## config.mk

```make
export PLATFORM = sky130hd
export DESIGN_NAME = console_cursor_ctrl
export DESIGN_NICKNAME = d
export VERILOG_FILES = /design/src/rtl/console_pkg.sv /design/src/rtl/console_cursor_ctrl.sv
export SDC_FILE = /design/constraint.sdc
export NUM_CORES = 1
export LEC_CHECK = 0
export CORE_UTILIZATION = 28
export DETAILED_ROUTE_END_ITERATION = 8
export GPL_ROUTABILITY_DRIVEN = 0
export HOLD_SLACK_MARGIN = 0.15
export PLACE_DENSITY = 0.65
export SLEW_MARGIN = 10
export SYNTH_ARGS = -nofsm -noshare
export SYNTH_HDL_FRONTEND = slang
export SYNTH_SLANG_ARGS = --single-unit
```

## constraint.sdc

```tcl
create_clock -name clk -period 3.17 [get_ports clk]
set_input_delay 0.4755 -clock clk [delete_from_list [all_inputs] [get_ports clk]]
set_output_delay 0.4755 -clock clk [all_outputs]
set_load 0.01 [all_outputs]
```

## src/rtl/console_pkg.sv

```systemverilog
// console_pkg: shared constants and types for the console cursor controller.
// Holds default screen geometry, the control-code bytes the controller
// recognises, the blank cell value written by clear/backspace, and the
// controller state encoding.
package console_pkg;

  localparam int NUM_ROWS_DEF = 3;
  localparam int NUM_COLS_DEF = 10;

  localparam logic [7:0] CH_LF = 8'h0A;
  localparam logic [7:0] CH_CR = 8'h0D;
  localparam logic [7:0] CH_BS = 8'h08;
  localparam logic [7:0] CH_FF = 8'h0C;

  // Blank cell: color 0, ASCII space
  localparam logic [8:0] SPACE_CELL = 9'h020;

  typedef enum logic [1:0] {
    IDLE   = 2'd0,
    SCROLL = 2'd1,
    CLEAR  = 2'd2
  } state_t;

endpackage

```

## src/rtl/console_cursor_ctrl.sv

```systemverilog
// console_cursor_ctrl: turns a byte stream into writes to a character-cell
// text buffer, tracking the cursor and handling LF/CR/BS/FF.
// Build option: define CONSOLE_SCROLL_EN to scroll the screen up one row when
// a newline happens on the last row; otherwise the cursor wraps to (0,0) and
// row 0 is cleared.
// Handshake: a byte transfers on a clock edge where in_valid && in_ready;
// in_ready is high exactly when the controller is IDLE, independent of in_valid.
module console_cursor_ctrl
  import console_pkg::*;
#(
  parameter int NUM_ROWS = NUM_ROWS_DEF,
  parameter int NUM_COLS = NUM_COLS_DEF
) (
  input  logic       clk,
  input  logic       rst_n,
  input  logic       in_valid,
  input  logic [7:0] in_data,
  input  logic [1:0] in_color,
  output logic       in_ready,
  output logic       buf_we,
  output logic [4:0] buf_waddr,
  output logic [8:0] buf_wdata,
  output logic [4:0] buf_raddr,
  input  logic [8:0] buf_rdata,
  output logic [3:0] cursor_x,
  output logic [1:0] cursor_y,
  output logic       busy
);

  localparam logic [3:0] LAST_COL  = 4'(NUM_COLS - 1);
  localparam logic [1:0] LAST_ROW  = 2'(NUM_ROWS - 1);
  localparam logic [4:0] LAST_CELL = 5'(NUM_ROWS * NUM_COLS - 1);
`ifdef CONSOLE_SCROLL_EN
  localparam logic [4:0] ROW_STEP       = 5'(NUM_COLS);
  localparam logic [4:0] SCROLL_LAST    = 5'((NUM_ROWS - 1) * NUM_COLS - 1);
  localparam logic [4:0] LAST_ROW_START = 5'((NUM_ROWS - 1) * NUM_COLS);
`else
  localparam logic [4:0] ROW0_END = 5'(NUM_COLS - 1);
  // Buffer read-back only matters when scrolling
  logic unused_rdata;
  assign unused_rdata = ^buf_rdata;
`endif

  state_t     state_q, state_d;
  logic [3:0] x_q, x_d;
  logic [1:0] y_q, y_d;
  logic [4:0] k_q, k_d;      // cell index being scrolled/cleared
  logic [4:0] end_q, end_d;  // last cell of the current clear range

  // y*NUM_COLS + x as a sum of shifted rows, one term per set bit of NUM_COLS
  function automatic logic [4:0] cell_idx(input logic [1:0] y, input logic [3:0] x);
    logic [4:0] acc;
    acc = {1'b0, x};
    for (int b = 0; b < 5; b++) begin
      if (((NUM_COLS >> b) & 1) == 1) acc = acc + 5'({3'b000, y} << b);
    end
    return acc;
  endfunction

  // State, cursor and sweep registers; reset aborts any sweep in progress
  always_ff @(posedge clk or negedge rst_n) begin
    if (!rst_n) begin
      state_q <= IDLE;
      x_q     <= 4'd0;
      y_q     <= 2'd0;
      k_q     <= 5'd0;
      end_q   <= 5'd0;
    end else begin
      state_q <= state_d;
      x_q     <= x_d;
      y_q     <= y_d;
      k_q     <= k_d;
      end_q   <= end_d;
    end
  end

  // Byte decode, cursor update, sweep sequencing and buffer write port
  always_comb begin
    logic do_nl;
    state_d   = state_q;
    x_d       = x_q;
    y_d       = y_q;
    k_d       = k_q;
    end_d     = end_q;
    buf_we    = 1'b0;
    buf_waddr = cell_idx(y_q, x_q);
    buf_wdata = SPACE_CELL;
    buf_raddr = 5'd0;
    do_nl     = 1'b0;
    case (state_q)
      IDLE: begin
        if (in_valid) begin
          if (in_data >= 8'h20 && in_data <= 8'h7E) begin
            buf_we    = 1'b1;
            buf_wdata = {in_color, in_data[6:0]};
            if (x_q == LAST_COL) do_nl = 1'b1;
            else x_d = x_q + 4'd1;
          end else if (in_data == CH_LF) begin
            do_nl = 1'b1;
          end else if (in_data == CH_CR) begin
            x_d = 4'd0;
          end else if (in_data == CH_BS) begin
            if (x_q != 4'd0) begin
              x_d       = x_q - 4'd1;
              buf_we    = 1'b1;
              buf_waddr = cell_idx(y_q, x_q - 4'd1);
            end
          end else if (in_data == CH_FF) begin
            x_d     = 4'd0;
            y_d     = 2'd0;
            k_d     = 5'd0;
            end_d   = LAST_CELL;
            state_d = CLEAR;
          end
          if (do_nl) begin
            x_d = 4'd0;
            if (y_q < LAST_ROW) begin
              y_d = y_q + 2'd1;
            end else begin
`ifdef CONSOLE_SCROLL_EN
              k_d     = 5'd0;
              state_d = SCROLL;
`else
              y_d     = 2'd0;
              k_d     = 5'd0;
              end_d   = ROW0_END;
              state_d = CLEAR;
`endif
            end
          end
        end
      end
`ifdef CONSOLE_SCROLL_EN
      SCROLL: begin
        buf_raddr = k_q + ROW_STEP;
        buf_we    = 1'b1;
        buf_waddr = k_q;
        buf_wdata = buf_rdata;
        if (k_q == SCROLL_LAST) begin
          k_d     = LAST_ROW_START;
          end_d   = LAST_CELL;
          state_d = CLEAR;
        end else begin
          k_d = k_q + 5'd1;
        end
      end
`endif
      CLEAR: begin
        buf_we    = 1'b1;
        buf_waddr = k_q;
        buf_wdata = SPACE_CELL;
        if (k_q == end_q) state_d = IDLE;
        else k_d = k_q + 5'd1;
      end
      default: state_d = IDLE;
    endcase
  end

  assign in_ready = (state_q == IDLE);
  assign busy     = (state_q != IDLE);
  assign cursor_x = x_q;
  assign cursor_y = y_q;

endmodule
```

==> results of run 1 <==
-- sequential cells by signal, summed over array words and instances (netlist names) --
signal and flops:
state_q 2, cursor_y 2, cursor_x 4, end_q 5, k_q 5
-- kinds of logic (layout without fill, tap and decap cells) --
logic type	count (synthesis)	count (layout)	synth area share (%)
mux	2	2	1.310
buf+inv	25	74	6.934
flops	18	18	27.73
xor+xnor	13	13	7.011
fa+ha+maj	12	12	10.17
other cells	1	6	0.2309
compound gates	52	52	22.03
simple gates	64	64	24.58
-- power breakdown --
| part | switching (uW) | internal, uW |
|---|---|---|
| logic | 249 | 270 |
| registers | 37.9 | 255 |
| clock network | 79.0 | 110 |
-- per-stage QoR --
| step | total power (uW) | instance area, um^2 |
|---|---|---|
| 2_1_floorplan | 581.6 | 1643 |
| 3_3_place_gp | 805.7 | 2192 |
| 3_5_place_dp | 811.9 | 2192 |
| 4_1_cts | 996.9 | 2248 |
| 5_1_grt | 1081 | 2278 |
| 6_report | 1002 | 2278 |
-- worst max-delay path: stages --
cell,delay (ns)
clkdlybuf4s50_1,0.46
nor4b_4,0.35
buf_4,0.17
and3_1,0.22
o21ai_0,0.12
a21oi_1,0.21
clkdlybuf4s50_1,0.57
-- worst paths after layout --
path | from | end | cells past startpoint
setup / recovery | in_data[1] | buf_we | 7
hold / removal | end_q[0] | end_q[0] | 1
setup reg to reg | state_q[1] | k_q[2] | 6
hold reg to reg | end_q[0] | end_q[0] | 1
max in group asynchronous | rst_n | cursor_x[2] | 1
min in group asynchronous | rst_n | k_q[0] | 1
-- cell usage after synthesis, types with 6 or more instances --
cell / number / area [um^2]
o211ai_1: 6 / 45.04
dfrtp_1: 18 / 450.4
nor2_1: 8 / 30.03
ha_1: 10 / 125.1
and3_1: 7 / 43.79
xor2_1: 6 / 52.55
clkbuf_1: 8 / 30.03
a21oi_1: 15 / 75.07
xnor2_1: 7 / 61.31
nand2_1: 16 / 60.06
o21ai_1: 7 / 35.03
inv_1: 11 / 41.29
-- placed cells by master (no fill, tap or decap), types with 3 or more instances in the layout --
cell type and instances:
clkdlybuf4s50_1 30, buf_4 24, dfrtp_1 18, nand2_1 16, a21oi_1 15, inv_1 11
nor2_1 8, ha_1 8, xnor2_1 7, and3_1 7, o21ai_1 7, o211ai_1 6
conb_1 6, xor2_1 5, nor3_1 5, nand2b_1 4, clkbuf_8 4, nand4_1 3
o31ai_1 3, o21ai_0 3, and2_1 3, o22ai_1 3, a221o_1 3
-- timing repair --
| action | in CTS | in global routing |
|---|---|---|
| hold endpoints to repair | 0 | 0 |
| cloned | 0 | 0 |
| setup endpoints to repair | 5 | 3 |
| pin swaps | 1 | 5 |
| resized for setup | 7 | 6 |
-- cell type report --
class	instances	area, um^2	area share, %
inverters	11	41.29	1.812
repair buffers	59	528.0	23.17
multi-input cells	149	1114	48.87
clock buffers	4	55.05	2.416
well taps	72	90.09	3.954
flip-flops and latches	18	450.4	19.77
-- per-layer routing --
layer  share of wire [%]  vias up  GRT usage [%]  wire (um)
li1                    -      785              -          -
met4                0.75        0          2.407         31
met1                  49      771          20.90       2011
met5                   0        -              0          0
met2                  47       36          22.37       1943
met3                 3.9        5          1.977        160
==> metrics, run 1 <==
clk_skew=0.002082 ns; Clock transition at path regs=0.07 ns; Max clock buf depth=2; Slew headroom=46.02%; Die Span X=78.16 um; sequential-to-total area share from yosys stat=27.73%; Initial Util=29.31%; Mean Syn Cell Area=8.685 um^2; I/O pin cnt=50; first-pass GRT wire length=about 7100 um; Crit path arrival time=2.58 ns; CP required=2.69 ns; layout cells sized above 1=between 10% and 20%; 1st-iter DRT viols=a little under 80; Placement Setup Slack=-0.06805 ns; CTS buffer count=3; per-cell routed wire length=13.25 um; CP Capture Type=primary output; H-tree depth=1; Root Buffer=clkbuf_8; Setup CP Type=in -> out; core area=0.005540 mm^2; CP Max Fanout=4; drt drc=0; CP startpoint kind=primary input; status=finished clean; Congestion Overflow GR=0; post-synthesis register bit count=18; Layout area overhead=40.29%; router iterations before antenna repair=4; max_cap viols=0; Synth cell types=52; largest net degree at the start of global routing=19; post-route antenna net violation count=0; cts hold-fix bufs=0; Mapped Cells=187; GRT Total Usage=14.27%; Die Y=a little under 80 um; setup tns final=0 ns; CTS sink cnt=18; ANT cells=0; row count=27; Worst-Skew Late Latency=approximately 0.25 ns; TritonCTS clock tree=built; ys flop type=dfrtp_1; initial antenna violation count=0; Hold Crit Class=reg -> reg; Lkg Pwr=0.001031 uW; Slew Limit Fails=0; Final nets=276; Fill cells=558; Final setup viols=0; routed wire length=around 4100 um; Synth async-reset ratio=100.0%; final core utilization=41.12%; crit share post-route=96.53%; Worst-Margin Slew=roughly 0.81 ns; Period minus WS final=3.060 ns; final std cells w/o fill=313; EDFF count, synth=0; P per Cell Area=439.9 mW/mm^2; number of port buffers=35; placed insts=approximately 300; synth warn=0; Die Area=slightly above 0.006 mm^2; peak supply drop=0.1955 mV; final hold violation count=0; total number of vias=between 1,500 and 2,000; hold_ws=0.4927 ns; setup bufs post-CTS=0; DR vias/cell=5.102; number of global-route vias before repair=around 1,500; Worst R2R Setup Slack=~1.3 ns; detailed placer's ending HPWL=3277 um; setup ws final=about 0.11 ns; Max Fclk=326.8 MHz; Mapped Area=~0.0016 mm^2
No activity file was read; power rests on OpenSTA's default activity.
==> run 2, diff against run 1 <==
- CAP_MARGIN: default -> 15
==> results of run 2 <==
The final DEF is identical to that of run 1; final timing and power are the same.
